==> config.mk <==
export PLATFORM = sky130hd
export DESIGN_NAME = systolic_result_drain_flat
export DESIGN_NICKNAME = d
export VERILOG_FILES = /design/src/rtl/systolic_result_drain_if.sv /design/src/rtl/systolic_result_drain.sv /design/src/flat_wrapper.sv
export SDC_FILE = /design/constraint.sdc
export NUM_CORES = 1
export LEC_CHECK = 0
export ABC_CLOCK_PERIOD_IN_PS = 5200
export CORE_MARGIN = 5
export CORE_UTILIZATION = 35
export DETAILED_ROUTE_END_ITERATION = 7
export SETUP_SLACK_MARGIN = 0.15
export SLEW_MARGIN = 20
export SYNTH_ARGS = -nofsm -noshare
export SYNTH_HDL_FRONTEND = slang
export SYNTH_SLANG_ARGS = --single-unit
export TNS_END_PERCENT = 1
==> constraint.sdc <==
create_clock -name clk_i -period 5.2 [get_ports clk_i]
set_input_delay 1.56 -clock clk_i [delete_from_list [all_inputs] [get_ports clk_i]]
set_output_delay 1.56 -clock clk_i [all_outputs]
set_load 0.03 [all_outputs]
==> src/rtl/systolic_result_drain_if.sv <==
// Row-major result element stream produced by systolic_result_drain.
// master = element source (drain), slave = downstream consumer.
interface systolic_result_drain_if #(
   parameter int unsigned SYS_ARRAY_SIZE = 4,
   parameter int unsigned DATA_W         = 16
);
   localparam int unsigned IDX_W = (SYS_ARRAY_SIZE > 1) ? $clog2(SYS_ARRAY_SIZE) : 1;

   logic              out_valid_o;
   logic              out_ready_i;
   logic [DATA_W-1:0] out_data_o;
   logic [IDX_W-1:0]  out_row_o;
   logic [IDX_W-1:0]  out_col_o;
   logic              out_last_o;

   modport master (
      output out_valid_o,
      output out_data_o,
      output out_row_o,
      output out_col_o,
      output out_last_o,
      input  out_ready_i
   );

   modport slave (
      input  out_valid_o,
      input  out_data_o,
      input  out_row_o,
      input  out_col_o,
      input  out_last_o,
      output out_ready_i
   );
endinterface

==> src/rtl/systolic_result_drain.sv <==
// Captures the NxN result matrix from the systolic array a fixed delay after
// the operand 'last' beat, then streams it out row-major over valid/ready.
module systolic_result_drain #(
   parameter int unsigned SYS_ARRAY_SIZE = 4,
   parameter int unsigned DATA_W         = 16,
   parameter int unsigned DRAIN_DELAY    = 2*SYS_ARRAY_SIZE+2
) (
   input  logic                                 clk_i,
   input  logic                                 rst_i,
   input  logic                                 last_i,
   input  logic [SYS_ARRAY_SIZE-1:0][DATA_W-1:0] c_i,
   systolic_result_drain_if.master              out_if,
   output logic                                 busy_o,
   output logic                                 overflow_o
);
   localparam int unsigned N     = SYS_ARRAY_SIZE;
   localparam int unsigned IDX_W = (N > 1) ? $clog2(N) : 1;
   localparam int unsigned CNT_W = $clog2(DRAIN_DELAY + 1);
   localparam logic [IDX_W-1:0] IDX_LAST = IDX_W'(N - 1);
   localparam logic [CNT_W-1:0] CNT_LOAD = CNT_W'(DRAIN_DELAY - 1);

   typedef enum logic [1:0] {ST_IDLE, ST_WAIT, ST_CAPTURE, ST_EMIT} state_t;

   state_t                     r_state, w_state_nx;
   logic [CNT_W-1:0]           r_cnt, w_cnt_nx;
   logic [IDX_W-1:0]           r_cap_row, w_cap_row_nx;
   logic [IDX_W-1:0]           r_row, w_row_nx;
   logic [IDX_W-1:0]           r_col, w_col_nx;
   logic                       r_valid, w_valid_nx;
   logic [DATA_W-1:0]          r_data, w_data_nx;
   logic                       r_last, w_last_nx;
   logic                       r_busy;
   logic                       r_ovf, w_ovf_nx;
   logic                       w_wr_en;
   logic                       w_xfer;
   logic                       w_accept;
   logic [N-1:0][DATA_W-1:0]   r_buf [N];

   always_ff @(posedge clk_i or negedge rst_i) begin
      if (!rst_i) begin
         r_state   <= ST_IDLE;
         r_cnt     <= '0;
         r_cap_row <= '0;
         r_row     <= '0;
         r_col     <= '0;
         r_valid   <= 1'b0;
         r_data    <= '0;
         r_last    <= 1'b0;
         r_busy    <= 1'b0;
         r_ovf     <= 1'b0;
      end else begin
         r_state   <= w_state_nx;
         r_cnt     <= w_cnt_nx;
         r_cap_row <= w_cap_row_nx;
         r_row     <= w_row_nx;
         r_col     <= w_col_nx;
         r_valid   <= w_valid_nx;
         r_data    <= w_data_nx;
         r_last    <= w_last_nx;
         r_busy    <= (w_state_nx != ST_IDLE);
         r_ovf     <= w_ovf_nx;
      end
   end

   // Buffer holds don't-care data after reset, so it carries no reset.
   always_ff @(posedge clk_i) begin
      if (w_wr_en) begin
         r_buf[r_cap_row] <= c_i;
      end
   end

   always_comb begin
      w_state_nx   = r_state;
      w_cnt_nx     = r_cnt;
      w_cap_row_nx = r_cap_row;
      w_row_nx     = r_row;
      w_col_nx     = r_col;
      w_valid_nx   = r_valid;
      w_data_nx    = r_data;
      w_last_nx    = r_last;
      w_ovf_nx     = r_ovf;
      w_wr_en      = 1'b0;
      w_accept     = 1'b0;
      w_xfer       = r_valid & out_if.out_ready_i;

      unique case (r_state)
         ST_IDLE: begin
            w_accept = last_i;
         end
         // Leave WAIT one edge early so the first CAPTURE edge lands at t0+DRAIN_DELAY.
         ST_WAIT: begin
            if (r_cnt == CNT_W'(1)) begin
               w_state_nx = ST_CAPTURE;
            end else begin
               w_cnt_nx = r_cnt - CNT_W'(1);
            end
         end
         ST_CAPTURE: begin
            w_wr_en = 1'b1;
            if (r_cap_row == IDX_LAST) begin
               w_state_nx = ST_EMIT;
               w_row_nx   = '0;
               w_col_nx   = '0;
               w_valid_nx = 1'b1;
               w_data_nx  = (r_cap_row == '0) ? c_i[0] : r_buf[0][0];
               w_last_nx  = (N == 1);
            end else begin
               w_cap_row_nx = r_cap_row + IDX_W'(1);
            end
         end
         ST_EMIT: begin
            if (w_xfer) begin
               if (r_col == IDX_LAST) begin
                  w_col_nx = '0;
                  w_row_nx = (r_row == IDX_LAST) ? '0 : r_row + IDX_W'(1);
               end else begin
                  w_col_nx = r_col + IDX_W'(1);
               end
               w_data_nx = r_buf[w_row_nx][w_col_nx];
               w_last_nx = (w_row_nx == IDX_LAST) && (w_col_nx == IDX_LAST);
               if (r_last) begin
                  w_state_nx = ST_IDLE;
                  w_valid_nx = 1'b0;
                  w_last_nx  = 1'b0;
                  w_accept   = last_i;
               end
            end
         end
         default: begin
            w_state_nx = ST_IDLE;
         end
      endcase

      if (w_accept) begin
         w_state_nx   = (DRAIN_DELAY == 1) ? ST_CAPTURE : ST_WAIT;
         w_cnt_nx     = CNT_LOAD;
         w_cap_row_nx = '0;
      end else if (last_i) begin
         w_ovf_nx = 1'b1;
      end
   end

   assign out_if.out_valid_o = r_valid;
   assign out_if.out_data_o  = r_data;
   assign out_if.out_row_o   = r_row;
   assign out_if.out_col_o   = r_col;
   assign out_if.out_last_o  = r_last;
   assign busy_o             = r_busy;
   assign overflow_o         = r_ovf;
endmodule

==> src/flat_wrapper.sv <==
// flat-port wrapper written by rule: the top's interface ports become plain ports
module systolic_result_drain_flat 
#(
   parameter int unsigned SYS_ARRAY_SIZE = 4,
   parameter int unsigned DATA_W         = 16,
   parameter int unsigned DRAIN_DELAY    = 2*SYS_ARRAY_SIZE+2
)
  (clk_i, rst_i, last_i, c_i, busy_o, overflow_o, out_if_out_valid_o, out_if_out_data_o, out_if_out_row_o, out_if_out_col_o, out_if_out_last_o, out_if_out_ready_i);
  systolic_result_drain_if #(.SYS_ARRAY_SIZE(SYS_ARRAY_SIZE), .DATA_W(DATA_W)) out_if_i ();
  input  logic clk_i;
  input  logic rst_i;
  input  logic last_i;
  input  logic [SYS_ARRAY_SIZE-1:0][DATA_W-1:0] c_i;
  output logic busy_o;
  output logic overflow_o;
  output wire logic [$bits(out_if_i.out_valid_o)-1:0] out_if_out_valid_o;
  output wire logic [$bits(out_if_i.out_data_o)-1:0] out_if_out_data_o;
  output wire logic [$bits(out_if_i.out_row_o)-1:0] out_if_out_row_o;
  output wire logic [$bits(out_if_i.out_col_o)-1:0] out_if_out_col_o;
  output wire logic [$bits(out_if_i.out_last_o)-1:0] out_if_out_last_o;
  input wire logic [$bits(out_if_i.out_ready_i)-1:0] out_if_out_ready_i;
  assign out_if_out_valid_o = out_if_i.out_valid_o;
  assign out_if_out_data_o = out_if_i.out_data_o;
  assign out_if_out_row_o = out_if_i.out_row_o;
  assign out_if_out_col_o = out_if_i.out_col_o;
  assign out_if_out_last_o = out_if_i.out_last_o;
  assign out_if_i.out_ready_i = out_if_out_ready_i;
  systolic_result_drain #(.SYS_ARRAY_SIZE(SYS_ARRAY_SIZE), .DATA_W(DATA_W), .DRAIN_DELAY(DRAIN_DELAY)) u_core (.clk_i(clk_i), .rst_i(rst_i), .last_i(last_i), .c_i(c_i), .out_if(out_if_i), .busy_o(busy_o), .overflow_o(overflow_o));
endmodule
Word level (Yosys, flattened, before mapping)
Memory sizes are Yosys's and may differ from the RTL's. Index checks and enable logic that the tools add are counted.

Add/subtract/negate cells: 4. Order comparisons: 1. Equal/unequal tests: 14. Muxes and demuxes: 44. Bitwise gates (word level): 2. Reductions and logical operators: 12.

Operator list (number): 2-to-1 mux 16 bit (4); 2-to-1 mux 2 bit (18); binary-select mux 16 bit (select 2 bit) (1); case mux 16 bit (2 select lines) (1); equality test 2 bit, second input constant (7); 2-to-1 mux 4 bit (3); 2-to-1 mux 1 bit (11); != test 2 x 1 -> 1 bit, second input constant (5); case mux 2 bit (2 select lines) (2); nonzero test 2 bit (4); adder 2 x 1 -> 2 bit, second input constant (3); case mux 1 bit (2 select lines) (3); case mux 2 bit (3 select lines) (1); AND reduction 2 bit (3); equality test 4 x 1 -> 1 bit, second input constant (1); logical NOT 2 bit (2); AND reduction 4 bit (1); subtractor 4 x 1 -> 4 bit, second input constant (1); less-than comparator 2 x 3 -> 1 bit, second input constant (1); AND reduction 3 bit (1); equality test 2 x 1 -> 1 bit, second input constant (1); bitwise AND 1 bit (1); logical AND 1 bit (1); NOT 1 bit (1).

Register bits: 32. Bits in writable memories: 256. Bits of input ports: 68. Output and inout bits: 24. Logic and storage cells: 88. Memories: 1.

Memory list: u_core.r_buf (words 4, width 64, read ports 2, clocked after memory_dff 0, wr ports 1, line systolic_result_drain.sv:37) `logic [N-1:0][DATA_W-1:0] r_buf [N];`.

Depth between registers and ports, before layout
Depth in word-level cells: 10. Mapped depth: 9.

Worst setup path before layout
No wires, ideal clock.

Kind: register to register. Start: register u_core.r_cap_row[0]. End: memory u_core.r_buf[0][0] in the netlist's numbering (enable). Setup time: 429 ps. Arrival time: 2753 ps. Data required time: 4771 ps. Path slack: 2019 ps. Cell stages (with the launch flop): 6. Buffers on the path: 2. Cell sequence: dfrtp_1 > inv_1 > ha_1 > buf_2 > buf_1 > and2_1.

RTL lines: start, declared (line systolic_result_drain.sv:26) `logic [IDX_W-1:0] r_cap_row, w_cap_row_nx;`; start signal, assigned (line systolic_result_drain.sv:54) `r_cap_row <= w_cap_row_nx;`; end, declared (line systolic_result_drain.sv:37).

Straight into the memory's write port.

Final worst setup path
Start: register u_core.r_row[1], in the netlist u_core.out_if.out_row_o[1]. End: output port out_if_out_row_o[1].

RTL lines: start, declared (line systolic_result_drain.sv:27) `logic [IDX_W-1:0] r_row, w_row_nx;`; start signal, assigned (line systolic_result_drain.sv:55) `r_row <= w_row_nx;`; end, declared (line flat_wrapper.sv:18) `output wire logic [$bits(out_if_i.out_row_o)-1:0] out_if_out_row_o;`.

No word-level cell between the ends.

==> flow_results.org <==
** Placed design
- The congestion estimate from routability-driven global placement came to 0.7850.
- Final HPWL from detailed placement :: 20.14 mm
- In this run the tool buffered the top-level ports with 91 buffer cells.
- Counting tap cells, the placed design contains a total of 1,363 instances.
- Summing all placed instances gives a cell area of 13,700 um2.

** Routing
- Routed via count :: 8,067
- The detail route stage leaves a number of antenna-violating nets equal to 0.
- Dividing the detail-routed via count by the number of cells gives 5.701.
- Wires add up to 33.26 mm.
- Router iterations before antenna repair :: 5
- The detailed router finished its first iteration with 747 violations.
- DRC viols :: 0
- Dividing the detail-routed wire length by the instance count gives 23.50 um.

** Yosys
- Yosys Warn Count :: 0
- The mapped netlist covers 12,300 um2.
- In this run, distinct cell masters in the synthesized netlist total 59.
- Synthesis inferred 288 register bits.
- Among all flip-flop cells after synthesis, the most frequent one is sky130_fd_sc_hd__edfxtp_1.
- Counting flops with an async set or reset pin after synthesis yields a share of 11.11%.
- Sequential elements use 68.99% of the synthesized area.
- Synthesis handed over a netlist of 860 instances.
- Mean post-synth cell area :: 14.31 um2
- Synth top cells by count :: sky130_fd_sc_hd__edfxtp_1 (256), sky130_fd_sc_hd__a21oi_1 (77), sky130_fd_sc_hd__nor2_1 (58)
- Number of enable flip-flop cells after synthesis :: 256
- Top cells by area in the synthesized netlist :: sky130_fd_sc_hd__edfxtp_1 (62%), sky130_fd_sc_hd__dfrtp_1 (6.5%), sky130_fd_sc_hd__a21oi_1 (3.1%), sky130_fd_sc_hd__a211oi_1 (2.5%), sky130_fd_sc_hd__o22ai_1 (1.8%)
- Synthesized Nets :: 943
- In the post-synthesis netlist, the cell with the most instances is sky130_fd_sc_hd__edfxtp_1.
- Summed over all instances, the cell type with the most area after synthesis is sky130_fd_sc_hd__edfxtp_1.
- Area share of the largest cell type after synthesis :: 62.48%

** STA
- The worst path uses 73.99% of the clock period.
- Worst slew margin relative to its limit :: 29.96%
- Worst hold slack :: 464.0 ps
- The max-slew violation count came to 0.
- Max Clock Freq :: 259.9 MHz
- Clock skew on the completed layout was measured at 7.022 ps.
- The number of hold violations in the final report is 0.
- For the pin with the worst max-slew slack, the measured transition is 1047 ps.
- For the finished layout, the period the worst path requires is 3847 ps.
- Final setup violation count :: 0
- Summed over all failing endpoints, the final setup total negative slack is 0 ps.
- Setup repair after global routing missed its margin :: no

** Global route
- The first global-routing pass estimated 50.43 mm of wire.
- Antenna violations before repair :: 2
- GR Util All Layers :: 16.65%
- The number of global-route vias before repair came to 8,318.
- Final global-route overflow total :: 0
- Entering global routing, the biggest net connects 65 pins.

** Worst setup path
- The setup check on the worst reg-to-reg path leaves a slack of 1700 ps.
- STA classifies the critical path startpoint as a register.
- The worst register-to-register path begins at u_core.out_if.out_row_o[1].
- Family of cells with the greatest summed delay on the critical path :: flip-flops
- Highest cell delay on the worst timing path :: 920 ps
- R2r endpoint :: u_core.out_if.out_data_o[15]
- Largest driver fanout on the critical path :: 34
- Data on the critical path is required at its endpoint by 3640 ps.
- Reg2reg path depth :: 6
- The critical path goes through clkdlybuf4s50_1.
- Crit path buf inv count :: 1
- The slowest stage of the critical path is the sky130_fd_sc_hd__dfrtp_2 cell.
- Class of the most critical setup path :: reg -> out
- At the worst endpoint, the arrival time is 2290 ps.
- STA classifies the critical path endpoint as an output pin.

** CTS
- # H-tree levels :: 1
- Clock Sinks :: 288
- Buffer count from post-CTS setup fixing :: 0
- The number of gates resized after CTS was 0.
- Clock Path Buffers :: 3
- Buffer cell driving the clock tree root :: sky130_fd_sc_hd__clkbuf_16
- After clock tree synthesis, the flow added hold-fix buffers numbering 0.
- At the later pin of the worst-skew pair, clock insertion delay measures 530 ps.
- TritonCTS built the clock tree.
- Clk slew on worst S/H paths :: 60 ps
- Counting the buffers created by CTS gives 28.

** Pwr
- Pwr dens :: 478.5 nW/um2
- P_leak :: 4.801 nW
- IR analysis of the VDD net gives a maximum drop of 0.0001775 V.

** Cells and area
- Post-route core utilization :: 42.00%
- In the final layout, the share of cells above drive strength 1 is 11.57%.
- The finished cells cover 14,540 um2.
- Fill cells in the final layout number 3,125.
- Final-stage net count :: 1,021
- Final std cells w/o fill :: 1,415
- The area growth from synthesis to layout is 18.19%.

** Run status
- Outcome :: finished, final reports clean

** Run
- Max-cap viol count :: 0

** Hold path
- Worst Hold Endpoint :: u_core.overflow_o
- Worst Hold Path Cells :: 1
- The worst hold path begins at u_core.overflow_o.
- The tightest min-delay check is of the reg -> reg type.

** Die
- From left edge to right edge, the die measures 197.5 um.
- The floorplan has 68 rows.
- Y dimension of the die :: 197.5 um
- CORE AREA :: 34,630 um2
- The initial utilization of the core area, before any placement, comes to 35.53%.
- During I/O placement, the number of pins put on the boundary was 92.
- The floorplan step defined a die boundary enclosing 39,000 um2.
-- final cells by class --
cell class / instances / area [um2] / area share (%)
Multi-Input combinational cell: 496 / 3510 / 24.13
Inverter: 10 / 37.54 / 0.2581
Antenna cell: 1 / 2.502 / 0.01721
Clock buffer: 40 / 797.0 / 5.481
Tap cell: 455 / 569.3 / 3.915
Sequential cell: 288 / 8489 / 58.38
Timing Repair Buffer: 114 / 1091 / 7.502
Clock inverter: 11 / 46.29 / 0.3183
-- report_power, final --
group | switching [mW] | internal [mW] | leakage (nW)
logic | 1.33 | 0.856 | 1.69
registers | 0.162 | 2.73 | 2.70
clock network | 0.818 | 1.06 | 0.415
total | 2.31 | 4.65 | 4.80
-- logic make-up after synthesis --
group | after synthesis | share of synthesized area (%)
AOI/OAI and AO/OA | 311 | 17.53
muxes | 33 | 3.722
and+or+nand+nor | 134 | 5.217
adders and majority gates | 15 | 1.525
xor gates and xnor gates | 3 | 0.2136
DFF | 288 | 68.99
buffers and inverters | 76 | 2.807
-- worst max-delay path by stage --
stage | from | endpoint | cells after the start
after floorplan | u_core.r_cap_row[0] | u_core.r_buf[0][0] | 5
after global placement | out_if_out_ready_i | u_core.out_if.out_data_o[8] | 7
after detailed placement | out_if_out_ready_i | u_core.out_if.out_data_o[8] | 7
after CTS | u_core.out_if.out_row_o[1] | out_if_out_row_o[1] | 1
after global routing | u_core.out_if.out_row_o[1] | out_if_out_row_o[1] | 1
final | u_core.out_if.out_row_o[1] | out_if_out_row_o[1] | 1
-- registers in the layout (all words and copies together), names as in the netlist --
register                   count
u_core.out_if.out_last_o       1
u_core.out_if.out_data_o      16
u_core.r_buf                 256
u_core.r_state                 2
u_core.out_if.out_col_o        2
u_core.r_cap_row               2
u_core.overflow_o              1
u_core.busy_o                  1
u_core.out_if.out_valid_o      1
u_core.r_cnt                   4
u_core.out_if.out_row_o        2
-- per-stage QoR --
stage | power (mW) | setup slack, ps
after floorplan | 4.354 | 2019
after global placement | 5.098 | 1591
after detailed placement | 5.129 | 1524
after CTS | 7.005 | 1334
after global routing | 7.296 | 1306
final | 6.958 | 1353
-- metal layers --
| layer | vias up | wire, um | GRT usage (%) |
|---|---|---|---|
| met1 | 4107 | 14510 | 22.23 |
| li1 | 3622 | - | - |
| met3 | 69 | 1711 | 2.797 |
| met5 | - | 13 | 0 |
| met2 | 267 | 15980 | 27.79 |
| met4 | 2 | 1035 | 5.560 |
-- placed cells by master (no fill, tap or decap), types with 9 or more instances in the layout --
cell and n:
sky130_fd_sc_hd__edfxtp_1 256, sky130_fd_sc_hd__clkdlybuf4s50_1 90, sky130_fd_sc_hd__a21oi_1 77, sky130_fd_sc_hd__nor2_1 57, sky130_fd_sc_hd__a211oi_1 41, sky130_fd_sc_hd__o21ai_0 38
sky130_fd_sc_hd__o22ai_1 35, sky130_fd_sc_hd__dfrtp_1 31, sky130_fd_sc_hd__clkbuf_16 29, sky130_fd_sc_hd__nand2_1 26, sky130_fd_sc_hd__buf_4 22, sky130_fd_sc_hd__a21o_1 18
sky130_fd_sc_hd__o221ai_1 15, sky130_fd_sc_hd__ha_1 13, sky130_fd_sc_hd__mux2i_1 12, sky130_fd_sc_hd__mux2_2 12, sky130_fd_sc_hd__o2bb2ai_1 12, sky130_fd_sc_hd__a32o_1 12
sky130_fd_sc_hd__a221oi_1 11, sky130_fd_sc_hd__o221a_2 11, sky130_fd_sc_hd__a22oi_1 11, sky130_fd_sc_hd__mux4_2 9
Note: power is estimated with default switching activity, not from simulation.
